<file path="src/rtl/host_rx_frame_if.sv">
// Bundle between the host RX frame parser and its surroundings.
//   fifo_empty / fifo_dout / fifo_rd_en : RX FIFO pop port. Data is valid the
//                                         cycle after fifo_rd_en.
//   frm_valid / frm_ready / frm_*       : decoded frame output.
//   frm_err / frm_err_code              : dropped-frame report.
// Handshake: a frame transfers on any rising clk edge where frm_valid and
// frm_ready are both high. Once frm_valid rises, it and every frm_* field stay
// constant until that transfer. frm_ready may change freely.
// Modports: master = parser side, slave = FIFO/consumer side.
interface host_rx_frame_if #(
  parameter int MAX_LEN = 4
);
  logic                 fifo_empty;
  logic [7:0]           fifo_dout;
  logic                 fifo_rd_en;
  logic                 frm_valid;
  logic                 frm_ready;
  logic [7:0]           frm_cmd;
  logic [7:0]           frm_addr;
  logic [4:0]           frm_len;
  logic [8*MAX_LEN-1:0] frm_data;
  logic                 frm_err;
  logic [1:0]           frm_err_code;

  modport master (
    input  fifo_empty, fifo_dout, frm_ready,
    output fifo_rd_en, frm_valid, frm_cmd, frm_addr, frm_len, frm_data,
           frm_err, frm_err_code
  );

  modport slave (
    output fifo_empty, fifo_dout, frm_ready,
    input  fifo_rd_en, frm_valid, frm_cmd, frm_addr, frm_len, frm_data,
           frm_err, frm_err_code
  );
endinterface

</file>
<file path="src/rtl/host_rx_frame_parser.sv">
// Host RX frame parser. Pops bytes from the UART RX FIFO and assembles frames
// of the form SOF CMD ADDR LEN payload[LEN] CHK, where CHK is the XOR of
// CMD, ADDR, LEN and the payload. A good frame is held on frm_valid until
// accepted. A frame with a bad checksum, an oversize LEN or a mid-frame stall
// is dropped with a one-cycle frm_err pulse and a code (1/2/3).
// Ports:
//   clk       : clock, rising edge
//   reset_n   : synchronous active-low reset
//   bus       : host_rx_frame_if master (FIFO pop port + frame output)
//   dbg_state : current parser state, for observation only
module host_rx_frame_parser #(
  parameter logic [7:0] SOF_BYTE    = 8'hA5,
  parameter int         MAX_LEN     = 4,
  parameter int         TIMEOUT_CYC = 100000
) (
  input  logic                   clk,
  input  logic                   reset_n,
  host_rx_frame_if.master        bus,
  output logic [2:0]             dbg_state
);
  typedef enum logic [2:0] {
    ST_SOF  = 3'd0,
    ST_CMD  = 3'd1,
    ST_ADDR = 3'd2,
    ST_LEN  = 3'd3,
    ST_DATA = 3'd4,
    ST_CHK  = 3'd5,
    ST_OUT  = 3'd6
  } state_e;

  localparam int               TMO_W     = $clog2(TIMEOUT_CYC + 1);
  localparam int               IDX_W     = (MAX_LEN > 1) ? $clog2(MAX_LEN) : 1;
  localparam logic [TMO_W-1:0] TMO_LAST  = TMO_W'(TIMEOUT_CYC - 1);
  localparam logic [7:0]       MAX_LEN_B = 8'(MAX_LEN);

  state_e               state_q, state_d;
  logic                 byte_vld_q;
  logic [7:0]           chk_q, chk_d;
  logic [IDX_W-1:0]     idx_q, idx_d;
  logic [TMO_W-1:0]     tmo_q, tmo_d;
  logic [7:0]           cmd_q, cmd_d;
  logic [7:0]           addr_q, addr_d;
  logic [4:0]           len_q, len_d;
  logic [8*MAX_LEN-1:0] data_q, data_d;
  logic                 valid_q, valid_d;
  logic                 err_q, err_d;
  logic [1:0]           code_q, code_d;
  logic                 rd_en;
  logic                 in_frame;
  logic [7:0]           rx_byte;

  // One pop in flight at most: the pop cycle and its data cycle alternate,
  // so the peak rate is one byte every two clocks. ST_OUT blocks pops, which
  // keeps the FIFO untouched while a decoded frame waits for the consumer.
  assign rd_en   = reset_n && !bus.fifo_empty && !byte_vld_q && (state_q != ST_OUT);
  assign rx_byte = bus.fifo_dout;

  assign bus.fifo_rd_en   = rd_en;
  assign bus.frm_valid    = valid_q;
  assign bus.frm_cmd      = cmd_q;
  assign bus.frm_addr     = addr_q;
  assign bus.frm_len      = len_q;
  assign bus.frm_data     = data_q;
  assign bus.frm_err      = err_q;
  assign bus.frm_err_code = code_q;
  assign dbg_state        = state_q;

  always_comb begin
    state_d  = state_q;
    chk_d    = chk_q;
    idx_d    = idx_q;
    cmd_d    = cmd_q;
    addr_d   = addr_q;
    len_d    = len_q;
    data_d   = data_q;
    valid_d  = valid_q;
    err_d    = 1'b0;
    code_d   = code_q;
    in_frame = (state_q != ST_SOF) && (state_q != ST_OUT);

    // Idle-cycle counter: every byte (and so every state entry) clears it.
    tmo_d = '0;
    if (in_frame && !byte_vld_q) tmo_d = tmo_q + 1'b1;

    if (in_frame && (tmo_q == TMO_LAST)) begin
      // Expiry beats a byte arriving in the same cycle; that byte is lost.
      err_d   = 1'b1;
      code_d  = 2'd3;
      state_d = ST_SOF;
      tmo_d   = '0;
    end else if (state_q == ST_OUT) begin
      if (valid_q && bus.frm_ready) begin
        valid_d = 1'b0;
        state_d = ST_SOF;
      end
    end else if (byte_vld_q) begin
      case (state_q)
        ST_SOF: begin
          if (rx_byte == SOF_BYTE) begin
            state_d = ST_CMD;
            chk_d   = 8'h00;
            len_d   = 5'd0;
            data_d  = '0;
          end
        end
        ST_CMD: begin
          cmd_d   = rx_byte;
          chk_d   = chk_q ^ rx_byte;
          state_d = ST_ADDR;
        end
        ST_ADDR: begin
          addr_d  = rx_byte;
          chk_d   = chk_q ^ rx_byte;
          state_d = ST_LEN;
        end
        ST_LEN: begin
          if (rx_byte > MAX_LEN_B) begin
            // Rest of the oversize frame is treated as noise by the SOF hunt.
            err_d   = 1'b1;
            code_d  = 2'd2;
            state_d = ST_SOF;
          end else begin
            len_d   = rx_byte[4:0];
            chk_d   = chk_q ^ rx_byte;
            idx_d   = '0;
            state_d = (rx_byte == 8'h00) ? ST_CHK : ST_DATA;
          end
        end
        ST_DATA: begin
          data_d[8*int'(idx_q) +: 8] = rx_byte;
          chk_d = chk_q ^ rx_byte;
          idx_d = idx_q + 1'b1;
          if (5'(idx_q) == (len_q - 5'd1)) state_d = ST_CHK;
        end
        ST_CHK: begin
          if (rx_byte == chk_q) begin
            valid_d = 1'b1;
            state_d = ST_OUT;
          end else begin
            err_d   = 1'b1;
            code_d  = 2'd1;
            state_d = ST_SOF;
          end
        end
        default: state_d = ST_SOF;
      endcase
    end
  end

  always_ff @(posedge clk) begin
    if (!reset_n) begin
      state_q    <= ST_SOF;
      byte_vld_q <= 1'b0;
      chk_q      <= 8'h00;
      idx_q      <= '0;
      tmo_q      <= '0;
      cmd_q      <= 8'h00;
      addr_q     <= 8'h00;
      len_q      <= 5'd0;
      data_q     <= '0;
      valid_q    <= 1'b0;
      err_q      <= 1'b0;
      code_q     <= 2'd0;
    end else begin
      state_q    <= state_d;
      byte_vld_q <= rd_en;
      chk_q      <= chk_d;
      idx_q      <= idx_d;
      tmo_q      <= tmo_d;
      cmd_q      <= cmd_d;
      addr_q     <= addr_d;
      len_q      <= len_d;
      data_q     <= data_d;
      valid_q    <= valid_d;
      err_q      <= err_d;
      code_q     <= code_d;
    end
  end
endmodule

</file>
<file path="src/flat_wrapper.sv">
// flat-port wrapper written by rule: the top's interface ports become plain ports
module host_rx_frame_parser_flat 
#(
  parameter logic [7:0] SOF_BYTE    = 8'hA5,
  parameter int         MAX_LEN     = 4,
  parameter int         TIMEOUT_CYC = 100000
)
  (clk, reset_n, dbg_state, bus_fifo_empty, bus_fifo_dout, bus_frm_ready, bus_fifo_rd_en, bus_frm_valid, bus_frm_cmd, bus_frm_addr, bus_frm_len, bus_frm_data, bus_frm_err, bus_frm_err_code);
  host_rx_frame_if #(.MAX_LEN(MAX_LEN)) bus_i ();
  input  logic clk;
  input  logic reset_n;
  output logic [2:0] dbg_state;
  input wire logic [$bits(bus_i.fifo_empty)-1:0] bus_fifo_empty;
  input wire logic [$bits(bus_i.fifo_dout)-1:0] bus_fifo_dout;
  input wire logic [$bits(bus_i.frm_ready)-1:0] bus_frm_ready;
  output wire logic [$bits(bus_i.fifo_rd_en)-1:0] bus_fifo_rd_en;
  output wire logic [$bits(bus_i.frm_valid)-1:0] bus_frm_valid;
  output wire logic [$bits(bus_i.frm_cmd)-1:0] bus_frm_cmd;
  output wire logic [$bits(bus_i.frm_addr)-1:0] bus_frm_addr;
  output wire logic [$bits(bus_i.frm_len)-1:0] bus_frm_len;
  output wire logic [$bits(bus_i.frm_data)-1:0] bus_frm_data;
  output wire logic [$bits(bus_i.frm_err)-1:0] bus_frm_err;
  output wire logic [$bits(bus_i.frm_err_code)-1:0] bus_frm_err_code;
  assign bus_i.fifo_empty = bus_fifo_empty;
  assign bus_i.fifo_dout = bus_fifo_dout;
  assign bus_i.frm_ready = bus_frm_ready;
  assign bus_fifo_rd_en = bus_i.fifo_rd_en;
  assign bus_frm_valid = bus_i.frm_valid;
  assign bus_frm_cmd = bus_i.frm_cmd;
  assign bus_frm_addr = bus_i.frm_addr;
  assign bus_frm_len = bus_i.frm_len;
  assign bus_frm_data = bus_i.frm_data;
  assign bus_frm_err = bus_i.frm_err;
  assign bus_frm_err_code = bus_i.frm_err_code;
  host_rx_frame_parser #(.SOF_BYTE(SOF_BYTE), .MAX_LEN(MAX_LEN), .TIMEOUT_CYC(TIMEOUT_CYC)) u_core (.clk(clk), .reset_n(reset_n), .bus(bus_i), .dbg_state(dbg_state));
endmodule
</file>
<file path="config.mk">
export PLATFORM = sky130hd
export DESIGN_NAME = host_rx_frame_parser_flat
export DESIGN_NICKNAME = d
export VERILOG_FILES = /design/src/rtl/host_rx_frame_if.sv /design/src/rtl/host_rx_frame_parser.sv /design/src/flat_wrapper.sv
export SDC_FILE = /design/constraint.sdc
export NUM_CORES = 1
export LEC_CHECK = 0
export ABC_AREA = 1
export CAP_MARGIN = 20
export CORE_MARGIN = 2
export CORE_UTILIZATION = 54
export DETAILED_ROUTE_END_ITERATION = 10
export PLACE_DENSITY = 0.85
export SYNTH_ARGS = -nofsm -noshare
export SYNTH_HDL_FRONTEND = slang
export SYNTH_SLANG_ARGS = --single-unit
export TNS_END_PERCENT = 50
</file>
<file path="constraint.sdc">
create_clock -name clk -period 2.6 [get_ports clk]
set_input_delay 0.26 -clock clk [delete_from_list [all_inputs] [get_ports clk]]
set_output_delay 0.26 -clock clk [all_outputs]
set_load 0.01 [all_outputs]
</file>
Word level (Yosys, flattened, before mapping)
Cells that the tools add are included.

ROM bits: 0. RAM bits: 0. Memories: 0. Logic and storage cells: 113. Bits in latches: 0. Register bits: 88.

$lt $le $gt $ge: 1. Div/mod/pow operators: 0. Equal/unequal tests: 19. Shifts and indexed selects: 2. Add/sub/neg operators: 4. Bitwise gates (word level): 5. Reductions and logical operators: 33. Muxes and demuxes: 37. Multiply operators: 0.

Operators by type and width (number): case mux 32 bit (2 select lines) (1); negation 5 -> 33 bit (1); variable shift 8 x 33 -> 32 bit, first input constant (1); indexed part select 8 x 33 -> 32 bit (1); bitwise mux 32 bit (1); two-way mux 32 bit (1); case mux 8 bit (3 select lines) (1); two-way mux 3 bit (7); AND reduction 5 bit (4); case mux 3 bit (6 select lines) (1); adder 17 x 1 -> 17 bit, second input constant (1); == test 17 bit, second input constant (1); two-way mux 8 bit (2); nonzero test 2 bit (7); two-way mux 2 bit (6); AND reduction 4 bit (3); AND reduction 6 bit (2); two-way mux 1 bit (11); two-way mux 5 bit (2); case mux 5 bit (2 select lines) (1); == test 3 bit, second input constant (3); inequality test 3 x 1 -> 1 bit, second input constant (3); nonzero test 3 bit (3); == test 8 bit (1); other kinds (21) (36).

Depth between registers and ports, before layout
Word-level depth: 6. Gate-level depth with buffers: 12.

Worst setup path before layout
No wires, ideal clock.

Path kind: reg-to-reg. Start point: register u_core.idx_q[0]. End point: register u_core.data_q[13], in the netlist u_core.bus.frm_data[13]. Data arrival time: 1.967 ns. Buffers on the path: 2. Setup slack: 0.569 ns. Stages on the path, launching flop included: 11. Setup time: 0.064 ns. Cell sequence: dfxtp_1 -> buf_2 -> inv_1 -> ha_1 -> clkbuf_1 -> inv_1 -> nor3_1 -> nand3_1 -> nand4_1 -> nand2_1 -> nor2_1.

Cells in the longest elaborated chain, start to end: 4.

Ends and longest elaborated chain: start: declaration (RTL line host_rx_frame_parser.sv:39) `logic [IDX_W-1:0] idx_q, idx_d;`; start signal: assignment (RTL line host_rx_frame_parser.sv:168) `idx_q <= idx_d;`; negation 5 -> 33 bit (*) (RTL line host_rx_frame_parser.sv:130) `data_d[8*int'(idx_q) +: 8] = rx_byte;`; indexed part select 8 x 33 -> 32 bit / variable shift 8 x 33 -> 32 bit (equally long branches) (RTL line host_rx_frame_parser.sv:130); bitwise mux 32 bit (*) (RTL line host_rx_frame_parser.sv:130); case mux 32 bit (2 select lines) (*) (RTL line host_rx_frame_parser.sv:97) `case (state_q)`; end signal: assignment (RTL line host_rx_frame_parser.sv:173) `data_q <= data_d;`; end: declaration (RTL line host_rx_frame_parser.sv:44) `logic [8*MAX_LEN-1:0] data_q, data_d;`.

Mark *: on every way between the ends. The rest lies on a longest branch, timed or not. A chain may end at the register's enable or synchronous reset.

Worst setup path in the final report
Start point: register u_core.state_q[0], in the netlist u_core.dbg_state[0]. End point: output bus_fifo_rd_en.

Cells in the longest elaborated chain, start to end: 2.

Ends and longest elaborated chain: start: declaration (RTL line host_rx_frame_parser.sv:36) `state_e state_q, state_d;`; start signal: assignment (RTL line host_rx_frame_parser.sv:165) `state_q <= state_d;`; inequality test 3 bit (RTL line host_rx_frame_parser.sv:55) `assign rd_en = reset_n && !bus.fifo_empty && !byte_vld_q && (state_q != ST_OUT);`; logical AND 1 bit (RTL line host_rx_frame_parser.sv:55); end: declaration (RTL line flat_wrapper.sv:16) `output wire logic [$bits(bus_i.fifo_rd_en)-1:0] bus_fifo_rd_en;`.

Every way passes these cells.

==> summary by stage <==
Run status
The run finished with clean final reports.

Logic synthesis
The combinational family with the most area after synthesis is simple AND/OR/NAND/NOR gates. The flop and latch count out of synthesis is 88. For this run, the leading register cell type out of synthesis is dfxtp_1.

The number of synthesized flops with an enable pin is 0. For this run, the number of Yosys warnings is 0. The gate count after technology mapping is 695. The sequential cell area fraction in the yosys report is 38.9%. Of the total synthesized cell area, the portion taken by AND, OR, NAND and NOR gates is 43.6%. The synthesized netlist devotes 5.00% of its cell area to compound gates. The netlist uses 33 different library cells. Synthesis produced a netlist with a net count of 713. The synthesized-area fraction occupied by xor and xnor cells is 2.32%. The combined area of all synthesized cells is 4530 sq um. The post-synthesis area per instance is 6.52 sq um. The fraction of synthesized area in multiplexers is 0%. After Yosys synthesis, full adders, half adders and majority gates account for 1.66% of the synthesized area.

For this run, asynchronously set or reset flops after synthesis account for 0%.

Setup path
For the worst flop-to-flop path, the logic depth is 9. The critical path startpoint is u_core.dbg_state[0]. The endpoint type of the worst setup path is an output pin. The startpoint identified for the worst register-to-register timing path is u_core.tmo_q[0]. The category of the critical setup timing path is reg2out. For the worst setup path, the data required time is 2340 ps. Counting both buffers and inverters, the worst setup path holds a total of 3.

In this run the worst path has a maximum fanout of 7. The minimum setup slack among reg-to-reg paths is 450 ps. The most critical setup path has its endpoint at bus_fifo_rd_en. STA classifies the critical path startpoint as a flip-flop. The data arrival time of the critical path is 2010 ps. The reg-to-reg endpoint is u_core.tmo_q[12]. The slowest cell on the critical path is clkdlybuf4s50_1.

Traced cell by cell, the critical path runs through inv_2, nand3_1, inv_1, nor4_1, clkdlybuf4s50_1. In this design, the stage delay of the slowest critical-path cell is 600 ps. The top cell family by delay on the critical path is buffers and inverters. The critical path runs through a total of 5 cells.

Clocking
The TritonCTS clock tree is done. The total clock buffers created by CTS is 9. The clock drives 88 sinks. The root buffer cell chosen for the clock tree is clkbuf_8. The clock passes through at most 2 buffers. The number of cells upsized or downsized after cts is 0.

The clock insertion delay at the later pin of the skew report is 360 ps. In this run, post-CTS hold repair placed 0 buffers. The clock-pin slew on the worst setup and hold paths is 90 ps. CTS built an H-tree with a depth of 3. The number of buffers added for setup after CTS is 0.

Min path
The tightest min-delay check is of the reg2reg type.

Die
The area enclosed by the die boundary is 9140 sq um. The effective utilization at floorplan is 55.4%. From bottom edge to top edge, the die measures 95.6 microns.

The total area inside the core boundary comes to 8180 sq um. During I/O placement, the number of pins put on the boundary was 73. The floorplan has 33 rows. The die is 95.6 microns wide.

Final layout
Of the cells placed in the final design, the portion with a size suffix greater than 1 is 6.74%. The post-route non-filler standard cell count is 876. In the layout the commonest cells are 167 x nand2_1, 160 x nor2_1, 88 x dfxtp_1.

The post-layout utilization of the core is 68.4%. The leading cell type in the layout, fill and taps excluded is nand2_1. Compared with the post-synthesis result, the final layout area differs by 23.4%. The post-layout net count is 784. 0 antenna diodes ended up in the layout.

Place
Buffers placed on the I/O ports in this run total 72. The half-perimeter wire length after placement is 8780 microns. The final weighted congestion in routability-driven placement is 1.02. Counting tap cells, the placed design contains a total of 860 instances.

Global routing
The wire length of the first global-routing pass is 19600 microns. Entering global routing, the biggest net connects 51 pins. The overall track demand over capacity in global routing is 27.0%. The number of global-route vias before repair was 4415. The number of antenna violations at the first check in global routing came to 0. The total global routing overflow is 0.

Drt
After detailed routing, the number of vias per cell comes to 5.39. The number of remaining DRC errors is 0. The violation count after the first detailed-routing iteration is 456.

The total detailed-routing wirelength is 11900 microns. Once detail routing completed, the nets flagged for antenna violations numbered 0. The detailed router placed 4724 vias in this run. The number of search-and-repair iterations in the first detailed-routing pass is 6. The final routed wire length divided by cell count is 13.6 microns.

Pwr
The maximum vdd ir drop is 0.322 mV. Dividing total power by cell area gives a power density of 460 nW/um^2. The leakage power summed over all cells is 2.29 nW. Power comes to 2.57 mW.

Timing
Setup violations remaining at the end of the flow were counted as 0. The post-route fraction of the period consumed by the critical path is 87.2%. The final-layout setup total negative slack is 0 ps. The number of hold violations in the final report is 0. Measured against its own limit, the worst slew margin works out to 57.3%. The final max-slew violation count came to 0. Across the routed clock network, the largest skew measured is 14.7 ps.

The transition time at the pin with the least slew margin is 637 ps. Static timing analysis puts the maximum clock frequency at 441 MHz. The minimum clock period after layout is 2270 ps.

Setup repair after global routing left no endpoint under its margin.

Run
The number of max-cap violations is 0.
-- kinds of logic after synthesis --
logic type	count (synthesis)
XOR/XNOR	12
flip-flops	88
AO/OA/AOI/OAI	40
buffers and inverters	97
adder cells (fa/ha/maj)	6
AND/OR/NAND/NOR	452
-- layout make-up --
cell class                      instances  area, sq um
Inverter                               72          270
Clock buffer                           10          138
Tap cell                              105          131
Sequential cell                        88         1760
Fill cell                             687         2580
Timing Repair Buffer                   85          818
Multi-Input combinational cell        510         2380
Clock inverter                          6         91.3
-- worst min path at each step --
stage                     startpoint  cells past startpoint               endpoint
6_report       u_core.bus.frm_len[4]                      2  u_core.bus.frm_len[4]
4_1_cts        u_core.bus.frm_len[4]                      2  u_core.bus.frm_len[4]
2_1_floorplan         bus_fifo_empty                      1      u_core.byte_vld_q
3_5_place_dp   u_core.bus.frm_len[4]                      2  u_core.bus.frm_len[4]
5_1_grt               bus_fifo_empty                      2      u_core.byte_vld_q
3_3_place_gp         u_core.tmo_q[0]                      1        u_core.tmo_q[0]
-- power breakdown --
group / leakage, nW / internal (mW) / switching (mW) / total, mW
sequential: 0.709 / 1.35 / 0.00486 / 1.35
combinational: 1.47 / 0.0497 / 0.0915 / 0.141
clock: 0.117 / 0.573 / 0.501 / 1.07
total: 2.29 / 1.97 / 0.597 / 2.57
-- Yosys cell counts, types with 8 or more instances --
master	number	area share, %
nand4_1	34	4.7
nand2_1	167	14
dfxtp_1	88	39
nor2_1	160	13
nand3_1	53	5.9
nor3_1	15	1.7
clkbuf_1	8	0.66
a21oi_1	19	2.1
inv_1	63	5.2
o21ai_0	14	1.5
inv_2	9	0.75
buf_2	14	1.5
-- stage by stage --
step | setup slack [ps] | cell area [sq um] | hold WS, ps
2_1_floorplan | 569 | 4530 | 337
3_3_place_gp | 379 | 5360 | 427
3_5_place_dp | 369 | 5360 | 448
4_1_cts | 320 | 5590 | 463
5_1_grt | 224 | 5590 | 487
6_report | 333 | 5590 | 461
-- layer usage --
| layer | part of all wire [%] | wire [microns] | track usage, % |
|---|---|---|---|
| met1 | 43 | 5110 | 33.5 |
| met2 | 47 | 5530 | 44.9 |
| met3 | 6.9 | 814 | 5.45 |
| met4 | 3.5 | 416 | 12.5 |
| met5 | 0 | 0 | 0 |
-- registers in the layout, summed over array words and instances, names as in the netlist --
signal	cells
u_core.bus.frm_data	32
u_core.chk_q	8
u_core.bus.frm_addr	8
u_core.bus.frm_valid	1
u_core.dbg_state	3
u_core.bus.frm_err_code	2
u_core.bus.frm_cmd	8
u_core.bus.frm_len	5
u_core.idx_q	2
u_core.tmo_q	17
u_core.byte_vld_q	1
u_core.bus.frm_err	1
-- worst reg2reg max path, stage by stage, from the launching register on --
cell and delay [ps]:
dfxtp_1 370, ha_1 190, nand2_1 110, nor2_1 240, nand3_1 110, nor2_1 200, nand2_4 150, nand2_1 480
a21oi_1 90, o21a_1 130
(Power assumes the default switching activity.)
